### src/rtl/imem_seq_pkg.sv
`default_nettype none
// ============================================================================
//  Module      : imem_seq_pkg
//  Description : Shared definitions for the instruction-memory sequencer and
//                its memory array: FSM state encoding, default geometry and
//                instruction width.
//  Revision    : 1.0 - initial release
// ============================================================================
package imem_seq_pkg;

    localparam int unsigned DEFAULT_DEPTH = 16;
    localparam int unsigned DEFAULT_AW    = 4;
    localparam int unsigned INSTR_W       = 32;

    typedef enum logic [1:0] {
        S_LOAD  = 2'd0,
        S_READY = 2'd1,
        S_RUN   = 2'd2,
        S_HALT  = 2'd3
    } state_e;

endpackage : imem_seq_pkg
`default_nettype wire

### src/rtl/imem_sequencer.sv
`default_nettype none
// ============================================================================
//  Module      : imem_sequencer
//  Description : Controller for the 32-bit instruction memory. Boots the
//                memory from a valid/ready loader stream, then owns the program
//                counter: sequential advance, stall, branch/jump redirect, and
//                halt at end of program or on a bad redirect target.
//  Ports       : clk_i, rst_ni          - clock, async active-low reset
//                ld_valid_i/ld_ready_o  - loader handshake
//                ld_data_i, ld_last_i   - loader word and final-beat marker
//                start_i                - begin execution at pc 0
//                stall_i                - freeze pc / hold instruction
//                redirect_i, redirect_pc_i - branch/jump target (byte address)
//                mem_addr_o, mem_we_o, mem_wdata_o, mem_rdata_i - memory port
//                pc_o, instr_o, instr_valid_o - fetch interface to decode
//                state_o                - FSM state
//                err_o                  - sticky bad-redirect flag
//  Revision    : 1.0 - initial release
// ============================================================================
module imem_sequencer
    import imem_seq_pkg::*;
#(
    parameter int unsigned DEPTH = DEFAULT_DEPTH,
    parameter int unsigned AW    = DEFAULT_AW
) (
    input  logic               clk_i,
    input  logic               rst_ni,
    // loader stream
    input  logic               ld_valid_i,
    output logic               ld_ready_o,
    input  logic [INSTR_W-1:0] ld_data_i,
    input  logic               ld_last_i,
    // execution control
    input  logic               start_i,
    input  logic               stall_i,
    input  logic               redirect_i,
    input  logic [31:0]        redirect_pc_i,
    // memory port
    output logic [AW-1:0]      mem_addr_o,
    output logic               mem_we_o,
    output logic [INSTR_W-1:0] mem_wdata_o,
    input  logic [INSTR_W-1:0] mem_rdata_i,
    // fetch interface
    output logic [31:0]        pc_o,
    output logic [INSTR_W-1:0] instr_o,
    output logic               instr_valid_o,
    output logic [1:0]         state_o,
    output logic               err_o
);

    state_e        state_q;
    logic [31:0]   pc_q;
    logic [AW-1:0] wptr_q;
    logic [AW:0]   prog_len_q;
    logic          err_q;
    logic          ld_ready_q;
    logic          instr_valid_q;

    logic [AW-1:0] w_pc_idx;
    logic [AW-1:0] w_tgt_idx;
    logic          w_accept;
    logic          w_wptr_full;
    logic          w_last_fetch;
    logic          w_tgt_ok;

    assign w_pc_idx    = pc_q[AW+1:2];
    assign w_tgt_idx   = redirect_pc_i[AW+1:2];
    assign w_accept    = ld_valid_i && ld_ready_q;
    // Last slot reached: this beat is forced to be the final one so the
    // write pointer can never wrap onto word 0.
    assign w_wptr_full = (wptr_q == AW'(DEPTH - 1));
    assign w_last_fetch = (({1'b0, w_pc_idx} + (AW+1)'(1)) == prog_len_q);
    // Target must be word aligned, inside the array and inside the program.
    assign w_tgt_ok    = (redirect_pc_i[1:0] == 2'b00)
                      && (redirect_pc_i[31:AW+2] == '0)
                      && ({1'b0, w_tgt_idx} < prog_len_q);

    // ld_ready and instr_valid are registered alongside the state so they
    // always reflect the state being entered.
    always_ff @(posedge clk_i or negedge rst_ni) begin
        if (!rst_ni) begin
            state_q       <= S_LOAD;
            pc_q          <= '0;
            wptr_q        <= '0;
            prog_len_q    <= '0;
            err_q         <= 1'b0;
            ld_ready_q    <= 1'b1;
            instr_valid_q <= 1'b0;
        end else begin
            case (state_q)
                S_LOAD: begin
                    if (w_accept) begin
                        if (ld_last_i || w_wptr_full) begin
                            prog_len_q <= {1'b0, wptr_q} + (AW+1)'(1);
                            wptr_q     <= '0;
                            state_q    <= S_READY;
                            ld_ready_q <= 1'b0;
                        end else begin
                            wptr_q <= wptr_q + AW'(1);
                        end
                    end
                end
                S_READY: begin
                    if (start_i) begin
                        pc_q          <= '0;
                        state_q       <= S_RUN;
                        instr_valid_q <= 1'b1;
                    end
                end
                S_RUN: begin
                    // While stalled a pending redirect is ignored; the
                    // datapath keeps it asserted until the stall clears.
                    if (!stall_i) begin
                        if (redirect_i) begin
                            if (w_tgt_ok) begin
                                pc_q <= redirect_pc_i;
                            end else begin
                                err_q         <= 1'b1;
                                state_q       <= S_HALT;
                                instr_valid_q <= 1'b0;
                            end
                        end else if (w_last_fetch) begin
                            state_q       <= S_HALT;
                            instr_valid_q <= 1'b0;
                        end else begin
                            pc_q <= pc_q + 32'd4;
                        end
                    end
                end
                S_HALT: begin
                    // start has priority over a waiting loader; the loader
                    // beat seen here is not taken and will be retried.
                    if (start_i) begin
                        pc_q          <= '0;
                        err_q         <= 1'b0;
                        state_q       <= S_RUN;
                        instr_valid_q <= 1'b1;
                    end else if (ld_valid_i) begin
                        wptr_q     <= '0;
                        state_q    <= S_LOAD;
                        ld_ready_q <= 1'b1;
                    end
                end
                default: begin
                    state_q <= S_LOAD;
                end
            endcase
        end
    end

    assign ld_ready_o    = ld_ready_q;
    assign mem_addr_o    = (state_q == S_LOAD) ? wptr_q : w_pc_idx;
    assign mem_we_o      = (state_q == S_LOAD) && w_accept;
    assign mem_wdata_o   = ld_data_i;
    assign pc_o          = pc_q;
    assign instr_o       = mem_rdata_i;
    assign instr_valid_o = instr_valid_q;
    assign state_o       = state_q;
    assign err_o         = err_q;

endmodule : imem_sequencer
`default_nettype wire

### config.mk
export PLATFORM = sky130hd
export DESIGN_NAME = imem_sequencer
export DESIGN_NICKNAME = d
export VERILOG_FILES = /design/src/rtl/imem_seq_pkg.sv /design/src/rtl/imem_sequencer.sv
export SDC_FILE = /design/constraint.sdc
export NUM_CORES = 1
export LEC_CHECK = 0
export BUFFER_PORTS_ARGS = -buffer_cell sky130_fd_sc_hd__buf_2
export CAP_MARGIN = 10
export CORE_ASPECT_RATIO = 0.7
export CORE_MARGIN = 3
export CORE_UTILIZATION = 35
export DETAILED_ROUTE_END_ITERATION = 8
export HOLD_SLACK_MARGIN = 0.15
export PLACE_DENSITY = 0.66
export SYNTH_ARGS = -nofsm -noshare
export SYNTH_HDL_FRONTEND = slang
export SYNTH_SLANG_ARGS = --single-unit
### constraint.sdc
create_clock -name clk_i -period 3.1 [get_ports clk_i]
set_input_delay 0.155 -clock clk_i [delete_from_list [all_inputs] [get_ports clk_i]]
set_output_delay 0.155 -clock clk_i [all_outputs]
set_load 0.05 [all_outputs]
# Word-level counts from Yosys, hierarchy flattened
# Index checks and enable logic that the tools add are counted.
# totals
regBits	46
in_bits	103
word_cells	89
# op_classes
addsub	4
n_lt_le_gt_ge	1
n_eq_ne	20
muxes	38
reduce_logical	19
# ops
op	count
$mux 32	5
$pmux 32 s2	1
$add 32x3->32 const B	1
$logic_not 26->1	1
$mux 4	5
$reduce_and 5->1	4
$mux 2	9
$ne 2x2->1 const B	9
$ne 3x3->1 const B	5
$mux 1	13
$add 4x1->5 const B	2
$pmux 2 s4	1
$pmux 4 s2	1
$reduce_and 7->1	1
$pmux 1 s2	3
$reduce_bool 2->1	3
$eq 5x5->1	1
$lt 4x5->1	1
$add 4x1->4 const B	1
$eq 2x2->1 const B	2
$eq 4x4->1 const B	1
$logic_and 1x1->1	4
$logic_not 2->1	2
$reduce_and 4->1	1
other kinds (5)	5

# Depth between registers and ports, before layout
# Gate-level depths: netlist (run 1).
# logic_depth
depth_word	7
mapped_depth	9

# Worst setup path before layout (run 1)
# OpenSTA, ideal clock, no wires.
# synth_timing
path_kind	flip-flop to flip-flop
start	reg pc_q[2], in the netlist pc_o[2]
end	reg pc_q[15], in the netlist pc_o[15]
setup_ns	0.104
arrival_time_ns	2.377
t_required_ns	2.996
setup_slack_ns	0.620
path_stages_with_launch	9
period_less_slack_ns	2.480
path_cell_list	dfrtp_1 ha_1 and3_1 a32oi_1 o31ai_1 a41o_1 or2_1 buf_6 o41ai_2
# synth_via
elab_chain_len	5
elab_cells_between_ends	9
classes_between	add/sub: 2; eq/ne: 2; mux: 4; reduce/logical: 1
# synth_lines
item	line_no	rtl
start, declared	imem_sequencer.sv:52	logic [31:0] pc_q;
start signal, assigned	imem_sequencer.sv:116	pc_q <= redirect_pc_i;
start signal, assigned	imem_sequencer.sv:126	pc_q <= pc_q + 32'd4;
$add 32x3->32	imem_sequencer.sv:126	
$mux 32	imem_sequencer.sv:122	end else if (w_last_fetch) begin
$mux 32	imem_sequencer.sv:114	if (redirect_i) begin
$mux 32	imem_sequencer.sv:113	if (!stall_i) begin
$pmux 32 s2	imem_sequencer.sv:90	case (state_q)
# Several ways; a longest one is shown, not always the timed one. The select of a mux whose other input is x is not followed.
# A chain may end at the register's enable or synchronous reset.

# Final worst setup path (run 1)
# layout_timing
start	reg prog_len_q[2]
end	reg pc_q[26], in the netlist pc_o[26]
# layout_via
elab_chain_len	4
elab_cells_between_ends	6
classes_between	order compare: 1; eq/ne: 3; reduce/logical: 2
# layout_lines
item	line_no	rtl
start, declared	imem_sequencer.sv:54	logic [AW:0] prog_len_q;
start signal, assigned	imem_sequencer.sv:94	prog_len_q <= {1'b0, wptr_q} + (AW+1)'(1);
$lt 4x5->1	imem_sequencer.sv:76	&& ({1'b0, w_tgt_idx} < prog_len_q);
$logic_and 1x1->1	imem_sequencer.sv:76	
$ne 3x3->1 (no source line)	--	
$reduce_and 5->1 (no source line) (*)	--	
# Every way passes the cells marked *; elsewhere a longest branch is shown, timed or not.

==> impl_metrics.json, run 1 <==
{
  "synth.most_common_cell": "buf_4",
  "antenna_found_initial": 0,
  "postCtsSetupRepairBufs": 0,
  "synth_fp_nets": 538,
  "dp.final_hpwl_um": 7860,
  "wirelength_um": 10900,
  "gp_congestion": 0.878,
  "clk_latency_ns": 0.29,
  "synth_commonest_cells": "buf_4, dfrtp_1, o31ai_1, nor2_1, a21oi_1",
  "power.share.sequential": 0.307,
  "crit_required_ns": 3.28,
  "tightest_slew_ns": 1.08,
  "synth_top_area_frac": 0.313,
  "io_pins": 209,
  "crit_path_cell_trace": "inv_1, ha_1, a21oi_1, o21ai_0, a311oi_1, a21oi_2, or2_1, buf_12, o41ai_1",
  "synthToLayoutAreaGrowth_pct": 7.13,
  "hold_viol": 0,
  "end_kind": "register",
  "dp_slack_ns": 0.330,
  "relSlewSlack": 0.280,
  "synth_top_flop_cell": "dfrtp_1",
  "drt-pass1-iter-count": 7,
  "crit_family": "compound AO/OA/AOI/OAI gates",
  "combPwrFrac": 0.537,
  "grt-ovfl-total": 0,
  "drv_slew": 0,
  "die_area_um2": 11500,
  "dieWidth_um": 127,
  "hold_class": "in2reg",
  "period_minus_slack_ns": 2.77,
  "vias_per_cell": 6.04,
  "finalCritPeriodShare": 0.894,
  "max_freq_mhz": 361,
  "syn_area_um2": 3600,
  "placed_area_um2": 3680,
  "setup_slack_ns": 0.329,
  "row_count": 30,
  "diodes": 0,
  "num-fill-cells": 1031,
  "path_clk_slew_ns": 0.07,
  "yosysSeqAreaShare": 0.320,
  "power_mw": 3.99,
  "io_buffers": 80,
  "grt_usage": 0.185,
  "nets": 550,
  "grt_pass1_wl_um": 17400,
  "rsz0062_at_grt": "no",
  "postSynthCellCount": 430,
  "leakage_nw": 1.68,
  "pwr-share-clk": 0.156,
  "cts_buffers": 5,
  "status": "completed",
  "drive_gt1_frac": 0.257,
  "rrSetupSlack_ns": 0.33,
  "wl_per_cell_um": 19.0,
  "vias": 3447,
  "start_kind": "register",
  "ant_nets": 0,
  "p_sw_mw": 2.18,
  "initial_core_util": 0.366,
  "crit_arrival_ns": 2.95,
  "clock-sinks": 46,
  "fp.dieH_um": 90.8,
  "ys_ff_latch": 46,
  "drv_cap": 0,
  "cts_tree": "done",
  "internal_power_mw": 1.81,
  "cp.buffers_inverters": 2,
  "powerDensity_nw_per_um2": 1040,
  "critical_path_peak_fanout": 21,
  "drt_iter0_markers": 349,
  "drc": 0,
  "cp_slowest_stage_delay_ns": 0.49,
  "switching_share": 0.546,
  "synth_edf_count": 0,
  "yosys.area.top_type": "dfrtp_1",
  "holdBufCountCts": 1,
  "final_area_um2": 3850,
  "htreeDepth": 2,
  "ctsResizeCount": 0,
  "avgSynthCellArea_um2": 8.36,
  "finalSetupViolCount": 0,
  "cts-root-buf": "clkbuf_16",
  "synth_cell_type_count": 56,
  "grt_pass1_vias": 3182,
  "cp_slowest_cell": "a311oi_1",
  "vdd_drop_max_mv": 0.717,
  "finalClockSkew_ns": 0.00661,
  "async_reset_ff_frac": 1.00,
  "final_util": 0.392,
  "coreArea_um2": 9830,
  "yosys_warnings": 0,
  "setup-tns-final_ns": 0,
  "clk_path_buf_depth": 2,
  "synthTopCellsByArea": "dfrtp_1, buf_4, o31ai_1",
  "grt_max_degree": 44,
  "crit_type": "reg2reg"
}
## power by group through the flow
stage                     logic, mW  clock network, mW  registers [mW]
after floorplan                1.21                  0            1.75
after global placement         2.10                  0            1.21
after detailed placement       2.13                  0            1.22
after CTS                      2.14              0.631            1.21
after global routing           2.30              0.659            1.27
final                          2.14              0.621            1.22
## sequential cells by signal, summed over array words and instances (netlist names)
signal,flops
err_o,1
instr_valid_o,1
ld_ready_o,1
pc_o,32
prog_len_q,5
state_o,2
wptr_q,4
## worst min-delay path: stages
cell and delay [ns]:
buf_2 0.11, nand2_1 0.05, nand2_1 0.04, o21ai_0 0.06
## path summary, 6_finish.rpt
kind | endpoint | from | depth (start not counted)
setup / recovery | pc_o[26] | prog_len_q[2] | 9
hold / removal | prog_len_q[4] | ld_last_i | 4
setup reg to reg | pc_o[26] | prog_len_q[2] | 9
hold reg to reg | pc_o[31] | pc_o[31] | 1
max in group asynchronous | pc_o[19] | rst_ni | 3
min in group asynchronous | pc_o[21] | rst_ni | 2
## final cells by class
cell class,instances,area [um2],share of cell area
clock buffers,5,125,0.0325
multi-input cells,281,1800,0.468
inverters,14,52.6,0.0136
flip-flops and latches,46,1150,0.299
clock inverters,3,40.0,0.0104
repair buffers,94,520,0.135
well taps,128,160,0.0416
## metrics by stage
stage               hold slack, ns  std cells
floorplan                   -0.141        430
global placement             0.310        562
detailed placement           0.310        562
CTS                          0.152        571
global route                 0.177        571
finish                       0.163        571
## layout by cell type, fill, tap and decap left out, types with 12 or more instances in the layout
master    n
buf_2    80
dfrtp_1  45
o31ai_1  41
nor2_1   29
a21oi_1  28
nand2_1  26
o21ai_0  22
nand3_1  15
inv_1    14
buf_4    12
## routing by layer
layer / track usage / vias to the layer above / routed length [um] / share of wire
li1: - / 1567 / - / -
met1: 0.276 / 1656 / 4900 / 0.45
met2: 0.260 / 207 / 4630 / 0.43
met3: 0.0567 / 17 / 1220 / 0.11
met4: 0.0393 / 0 / 121 / 0.011
met5: 0 / - / 0 / 0
## cell families (layout without fill, tap and decap cells)
| kind of cell | after synthesis | count (layout) | share of synthesized area |
|---|---|---|---|
| flops | 46 | 46 | 0.320 |
| compound gates | 140 | 140 | 0.275 |
| buf+inv | 103 | 116 | 0.178 |
| mux | 3 | 3 | 0.00905 |
| fa+ha+maj | 5 | 5 | 0.0174 |
| simple gates | 127 | 127 | 0.185 |
| xor+xnor | 6 | 6 | 0.0146 |
Note: power is estimated with default switching activity, not from simulation.
==> run 2: changes to the inputs <==
Settings changed: CAP_MARGIN 10 to 30.
Clock period 3.1 ns to 3.2 ns, I/O delays scaled along.
==> run 2 against run 1 <==
Compared with the run above:
- sequential cell count unchanged
- wire length up 0.86%
- register-to-register slack better by 0.07 ns
- sequential power down 3%
- sequential share of layout area up 0.43 points
- die area unchanged
- design area down 1.4%
- clock skew about the same
- first-iteration DRC count up 22%
- utilization down 0.56 points
- critical path type unchanged
- largest cell class unchanged
==> impl_metrics.json, run 2 (synthesis gave the netlist of run 1 again) <==
{
  "num-fill-cells": 1028,
  "start_kind": "register",
  "largest_reg_flops": 32,
  "path_clk_slew_ns": 0.06,
  "switching_share": 0.558,
  "finalCritPeriodShare": 0.874,
  "pwr-share-clk": 0.135,
  "crit_arrival_ns": 2.98,
  "drv_cap": 0,
  "nets": 547,
  "drt-pass1-iter-count": 5,
  "gp_congestion": 0.865,
  "clock-sinks": 46,
  "finalClockSkew_ns": 0.00633,
  "period_minus_slack_ns": 2.80,
  "htreeDepth": 2,
  "clk_latency_ns": 0.29,
  "internal_power_mw": 1.65,
  "power.share.sequential": 0.317,
  "min_from": "ld_last_i",
  "relSlewSlack": 0.485,
  "fp.dieH_um": 90.8,
  "grt_pass1_vias": 3351,
  "setup-tns-final_ns": 0,
  "hold_viol": 0,
  "holdWs_ns": 0.168,
  "grt-ovfl-total": 0,
  "final_util": 0.386,
  "drive_gt1_frac": 0.246,
  "postCtsSetupRepairBufs": 0,
  "critical_path_peak_fanout": 21,
  "synthToLayoutAreaGrowth_pct": 5.60,
  "wl_per_cell_um": 19.3,
  "cts_tree": "done",
  "rr_startpoint": "prog_len_q[2]",
  "setup_slack_ns": 0.402,
  "coreArea_um2": 9830,
  "busiest_layer": "met1",
  "cp-startpoint": "prog_len_q[2]",
  "leakage_nw": 1.64,
  "cp_slowest_stage_delay_ns": 0.52,
  "clk_path_buf_depth": 2,
  "crit_required_ns": 3.38,
  "combPwrFrac": 0.548,
  "row_count": 30,
  "finalSetupViolCount": 0,
  "cp.buffers_inverters": 2,
  "dieWidth_um": 127,
  "vias": 3458,
  "cts_buffers": 5,
  "cts-root-buf": "clkbuf_16",
  "tightest_slew_ns": 0.769,
  "dp.final_hpwl_um": 8030,
  "grt_use_met1": 0.281,
  "vias_per_cell": 6.10,
  "grt_pass1_wl_um": 17900,
  "gr-usage-met3": 0.0491,
  "ant_nets": 0,
  "grt_usage": 0.191,
  "grt_max_degree": 40,
  "mostFrequentLayoutCells": "buf_2, dfrtp_1, o31ai_1",
  "crit_family": "compound AO/OA/AOI/OAI gates",
  "grtUsageMet2": 0.272,
  "cp_slowest_cell": "a311oi_1",
  "drv_slew": 0,
  "p_sw_mw": 2.09,
  "drt_iter0_markers": 426,
  "end_kind": "register",
  "dp_slack_ns": 0.441,
  "status": "completed",
  "layout_commonest_cell": "buf_2",
  "die_area_um2": 11500,
  "powerDensity_nw_per_um2": 985,
  "power_mw": 3.74,
  "rsz0062_at_grt": "no",
  "vdd_drop_max_mv": 0.531,
  "crit_path_cell_trace": "inv_1, ha_1, a21oi_1, o21ai_0, a311oi_1, a21oi_2, or2_1, buf_4, o41ai_2",
  "hold_class": "in2reg",
  "drc": 0,
  "max_freq_mhz": 357,
  "diodes": 0,
  "antenna_found_initial": 0,
  "wirelength_um": 11000,
  "io_pins": 209,
  "initial_core_util": 0.366,
  "io_buffers": 80,
  "crit_type": "reg2reg"
}
## run 2: cell types whose count changed in the layout (fill, tap and decap cells not counted)
cell	delta
buf_4	-3
clkinv_2	-2
clkbuf_1	+2
bufinv_16	-1
## run 2: per-layer routing
layer / share of wire / routed length, um
met2: 0.43 / 4770
met1: 0.47 / 5100
met5: 0 / 0
met3: 0.091 / 996
met4: 0.0088 / 97
## run 2: what timing repair did
item	4_1_cts	5_1_grt
endpoints found under the hold margin	37	0
hold buffers	1	0
resized for setup	0	0
## run 2: metrics by stage
step / cells / cell area [um2]
floorplan: 430 / 3600
CTS: 566 / 3780
global route: 567 / 3800
detailed placement: 558 / 3630
finish: 567 / 3800
global placement: 558 / 3630
## run 2: path summary, 6_finish.rpt
kind,cells after the start,to,slack [ns]
min reg2reg,1,pc_o[0],0.49
min in group asynchronous,2,prog_len_q[0],0.20
max,9,pc_o[20],0.40
max in group asynchronous,4,prog_len_q[4],2.40
max reg2reg,9,pc_o[20],0.40
min,4,prog_len_q[4],0.17
## run 2: power by group through the flow
stage / logic (mW) / clock network (mW) / registers [mW]
finish: 2.05 / 0.504 / 1.18
global route: 2.21 / 0.541 / 1.24
CTS: 2.05 / 0.515 / 1.17
detailed placement: 2.04 / 0 / 1.18
global placement: 2.02 / 0 / 1.17
floorplan: 1.17 / 0 / 1.70
## run 2: final cells by class
cell class,instances,area [um2],share of cell area
multi-input cells,281,1800,0.474
flip-flops and latches,46,1150,0.303
repair buffers,91,498,0.131
well taps,128,160,0.0422
clock buffers,7,133,0.0349
inverters,14,52.6,0.0138
## run 2: worst reg2reg max path: cells and delay by family, from the launching register on
kind	cells	cell delay [ns]
simple gates	1	0.39
compound gates	5	1.20
flops	1	0.43
fa+ha+maj	1	0.29
buf+inv	2	0.38
==> run 3: changes to the inputs <==
--- a/config.mk
+++ b/config.mk
@@ -11,6 +11,7 @@
 export CORE_MARGIN = 3
-export CORE_UTILIZATION = 35
+export CORE_UTILIZATION = 48
 export DETAILED_ROUTE_END_ITERATION = 8
+export GPL_ROUTABILITY_DRIVEN = 0
 export HOLD_SLACK_MARGIN = 0.15
-export PLACE_DENSITY = 0.66
+export PLACE_DENSITY = 0.87
 export SYNTH_ARGS = -nofsm -noshare
--- a/constraint.sdc
+++ b/constraint.sdc
@@ -3,2 +3,2 @@
 set_output_delay 0.16 -clock clk_i [all_outputs]
-set_load 0.05 [all_outputs]
+set_load 0.1 [all_outputs]
==> run 3 against run 2 <==
Compared with the run above:
- design area shrank 1.4%
- first-iteration DRC count shrank 3.5%
- critical path depth shrank 1
- global-route usage grew 5.2 points
- clock-buffer cell count is the same
- register-to-register slack gained 0.04 ns
- worst hold slack lost 0.0087 ns
- critical path type unchanged
==> impl_metrics.json, run 3 (synthesis gave the netlist of run 1 again) <==
{
  "drt-pass1-iter-count": 6,
  "coreArea_um2": 7010,
  "grt-ovfl-total": 0,
  "combPwrFrac": 0.649,
  "critical_path_peak_fanout": 20,
  "fp.dieH_um": 78.4,
  "grt_usage": 0.243,
  "status": "completed",
  "cts-root-buf": "clkbuf_8",
  "tightest_slew_ns": 0.789,
  "top_layer": "met4",
  "finalClockSkew_ns": 0.00597,
  "drive_gt1_frac": 0.253,
  "io_pins": 209,
  "crit_required_ns": 3.37,
  "power.share.sequential": 0.265,
  "setup-tns-final_ns": 0,
  "crit_type": "reg2reg",
  "postCtsSetupRepairBufs": 0,
  "pwr-share-clk": 0.086,
  "wl_per_cell_um": 19.8,
  "internal_power_mw": 1.56,
  "row_count": 25,
  "nets": 550,
  "vias_per_cell": 6.53,
  "synthToLayoutAreaGrowth_pct": 4.18,
  "placed_area_um2": 3630,
  "cts_tree": "done",
  "diodes": 0,
  "antenna_found_initial": 0,
  "clock-sinks": 46,
  "hold_viol": 0,
  "wirelength_um": 10700,
  "dr_wl_met3_um": 1570,
  "die_area_um2": 8580,
  "finalCritPeriodShare": 0.862,
  "io_buffers": 80,
  "dieWidth_um": 109,
  "dp_slack_ns": 0.508,
  "drv_slew": 0,
  "dr_wl_met2_um": 4440,
  "layout_commonest_cell": "buf_2",
  "initial_core_util": 0.513,
  "powerDensity_nw_per_um2": 1190,
  "vdd_drop_max_mv": 0.709,
  "relSlewSlack": 0.470,
  "mostFrequentLayoutCells": "buf_2, dfrtp_1, o31ai_1",
  "max_freq_mhz": 363,
  "clk_latency_ns": 0.31,
  "switching_share": 0.651,
  "rsz0062_at_grt": "no",
  "clk_path_buf_depth": 2,
  "final_area_um2": 3750,
  "grt_max_degree": 34,
  "setup_slack_ns": 0.443,
  "ant_nets": 0,
  "largest_reg_flops": 32,
  "instances_no_fill": 537,
  "cts_buffers": 5,
  "grt_pass1_vias": 3076,
  "path_clk_slew_ns": 0.09,
  "grt_pass1_wl_um": 16400,
  "vias": 3509,
  "drv_cap": 0,
  "dp.final_hpwl_um": 7930,
  "end_kind": "register",
  "finalSetupViolCount": 0,
  "htreeDepth": 2,
  "period_minus_slack_ns": 2.76,
  "leakage_nw": 1.65,
  "p_sw_mw": 2.91,
  "dpl.cell_count": 527,
  "drt_iter0_markers": 411,
  "start_kind": "register",
  "drt-met1-wl_um": 4400,
  "hold_class": "in2reg",
  "drc": 0,
  "crit_arrival_ns": 2.93
}
run 3: per-layer routing:
layer	vias up	track usage
met5	-	0
li1	1570	-
met4	0	0.0697
met1	1610	0.372
met2	288	0.328
met3	41	0.0698
run 3: repair_timing:
item,CTS,global route
hold buffers,2,0
hold endpoints to repair,23,0
resized for setup,0,0
endpoints found under the setup margin,0,0
run 3: metrics by stage:
stage	util	total power, mW	hold slack (ns)
after floorplan	-	3.85	-0.136
after global placement	0.515	4.00	0.321
after detailed placement	0.519	4.06	0.206
after CTS	0.535	4.45	0.158
after global routing	0.535	4.69	0.168
final	0.535	4.47	0.159
run 3: path summary, 6_finish.rpt:
| kind | startpoint | to | slack (ns) | cells after the start |
|---|---|---|---|---|
| max | pc_o[2] | pc_o[28] | 0.44 | 8 |
| min | redirect_pc_i[17] | pc_o[17] | 0.16 | 3 |
| max reg2reg | pc_o[2] | pc_o[28] | 0.44 | 8 |
| min reg2reg | ld_ready_o | ld_ready_o | 0.50 | 2 |
| max in group asynchronous | rst_ni | pc_o[10] | 2.29 | 3 |
| min in group asynchronous | rst_ni | wptr_q[2] | 0.39 | 2 |
run 3: area by class of cell:
cell class                      instances  area (um2)
Fill cell                             668        3260
Clock inverter                          1        5.00
Multi-Input combinational cell        281        1800
Tap cell                               94         118
Inverter                               14        52.6
Timing Repair Buffer                   94         531
Clock buffer                            7        86.3
Sequential cell                        46        1150
run 3: critical path, cell delays in order (launching register included):
cell     delay [ns]
dfrtp_1        0.51
ha_1           0.32
nor3b_1        0.22
a21oi_1        0.08
o31ai_1        0.35
a41o_1         0.52
or2_1          0.18
buf_4          0.27
o21ai_0        0.17
run 3: power by group through the flow:
stage | Sequential (mW) | Clock, mW | Combinational, mW
global route | 1.23 | 0.419 | 3.04
detailed placement | 1.18 | 0 | 2.88
floorplan | 2.39 | 0 | 1.46
CTS | 1.17 | 0.391 | 2.89
finish | 1.18 | 0.386 | 2.90
global placement | 1.16 | 0 | 2.84
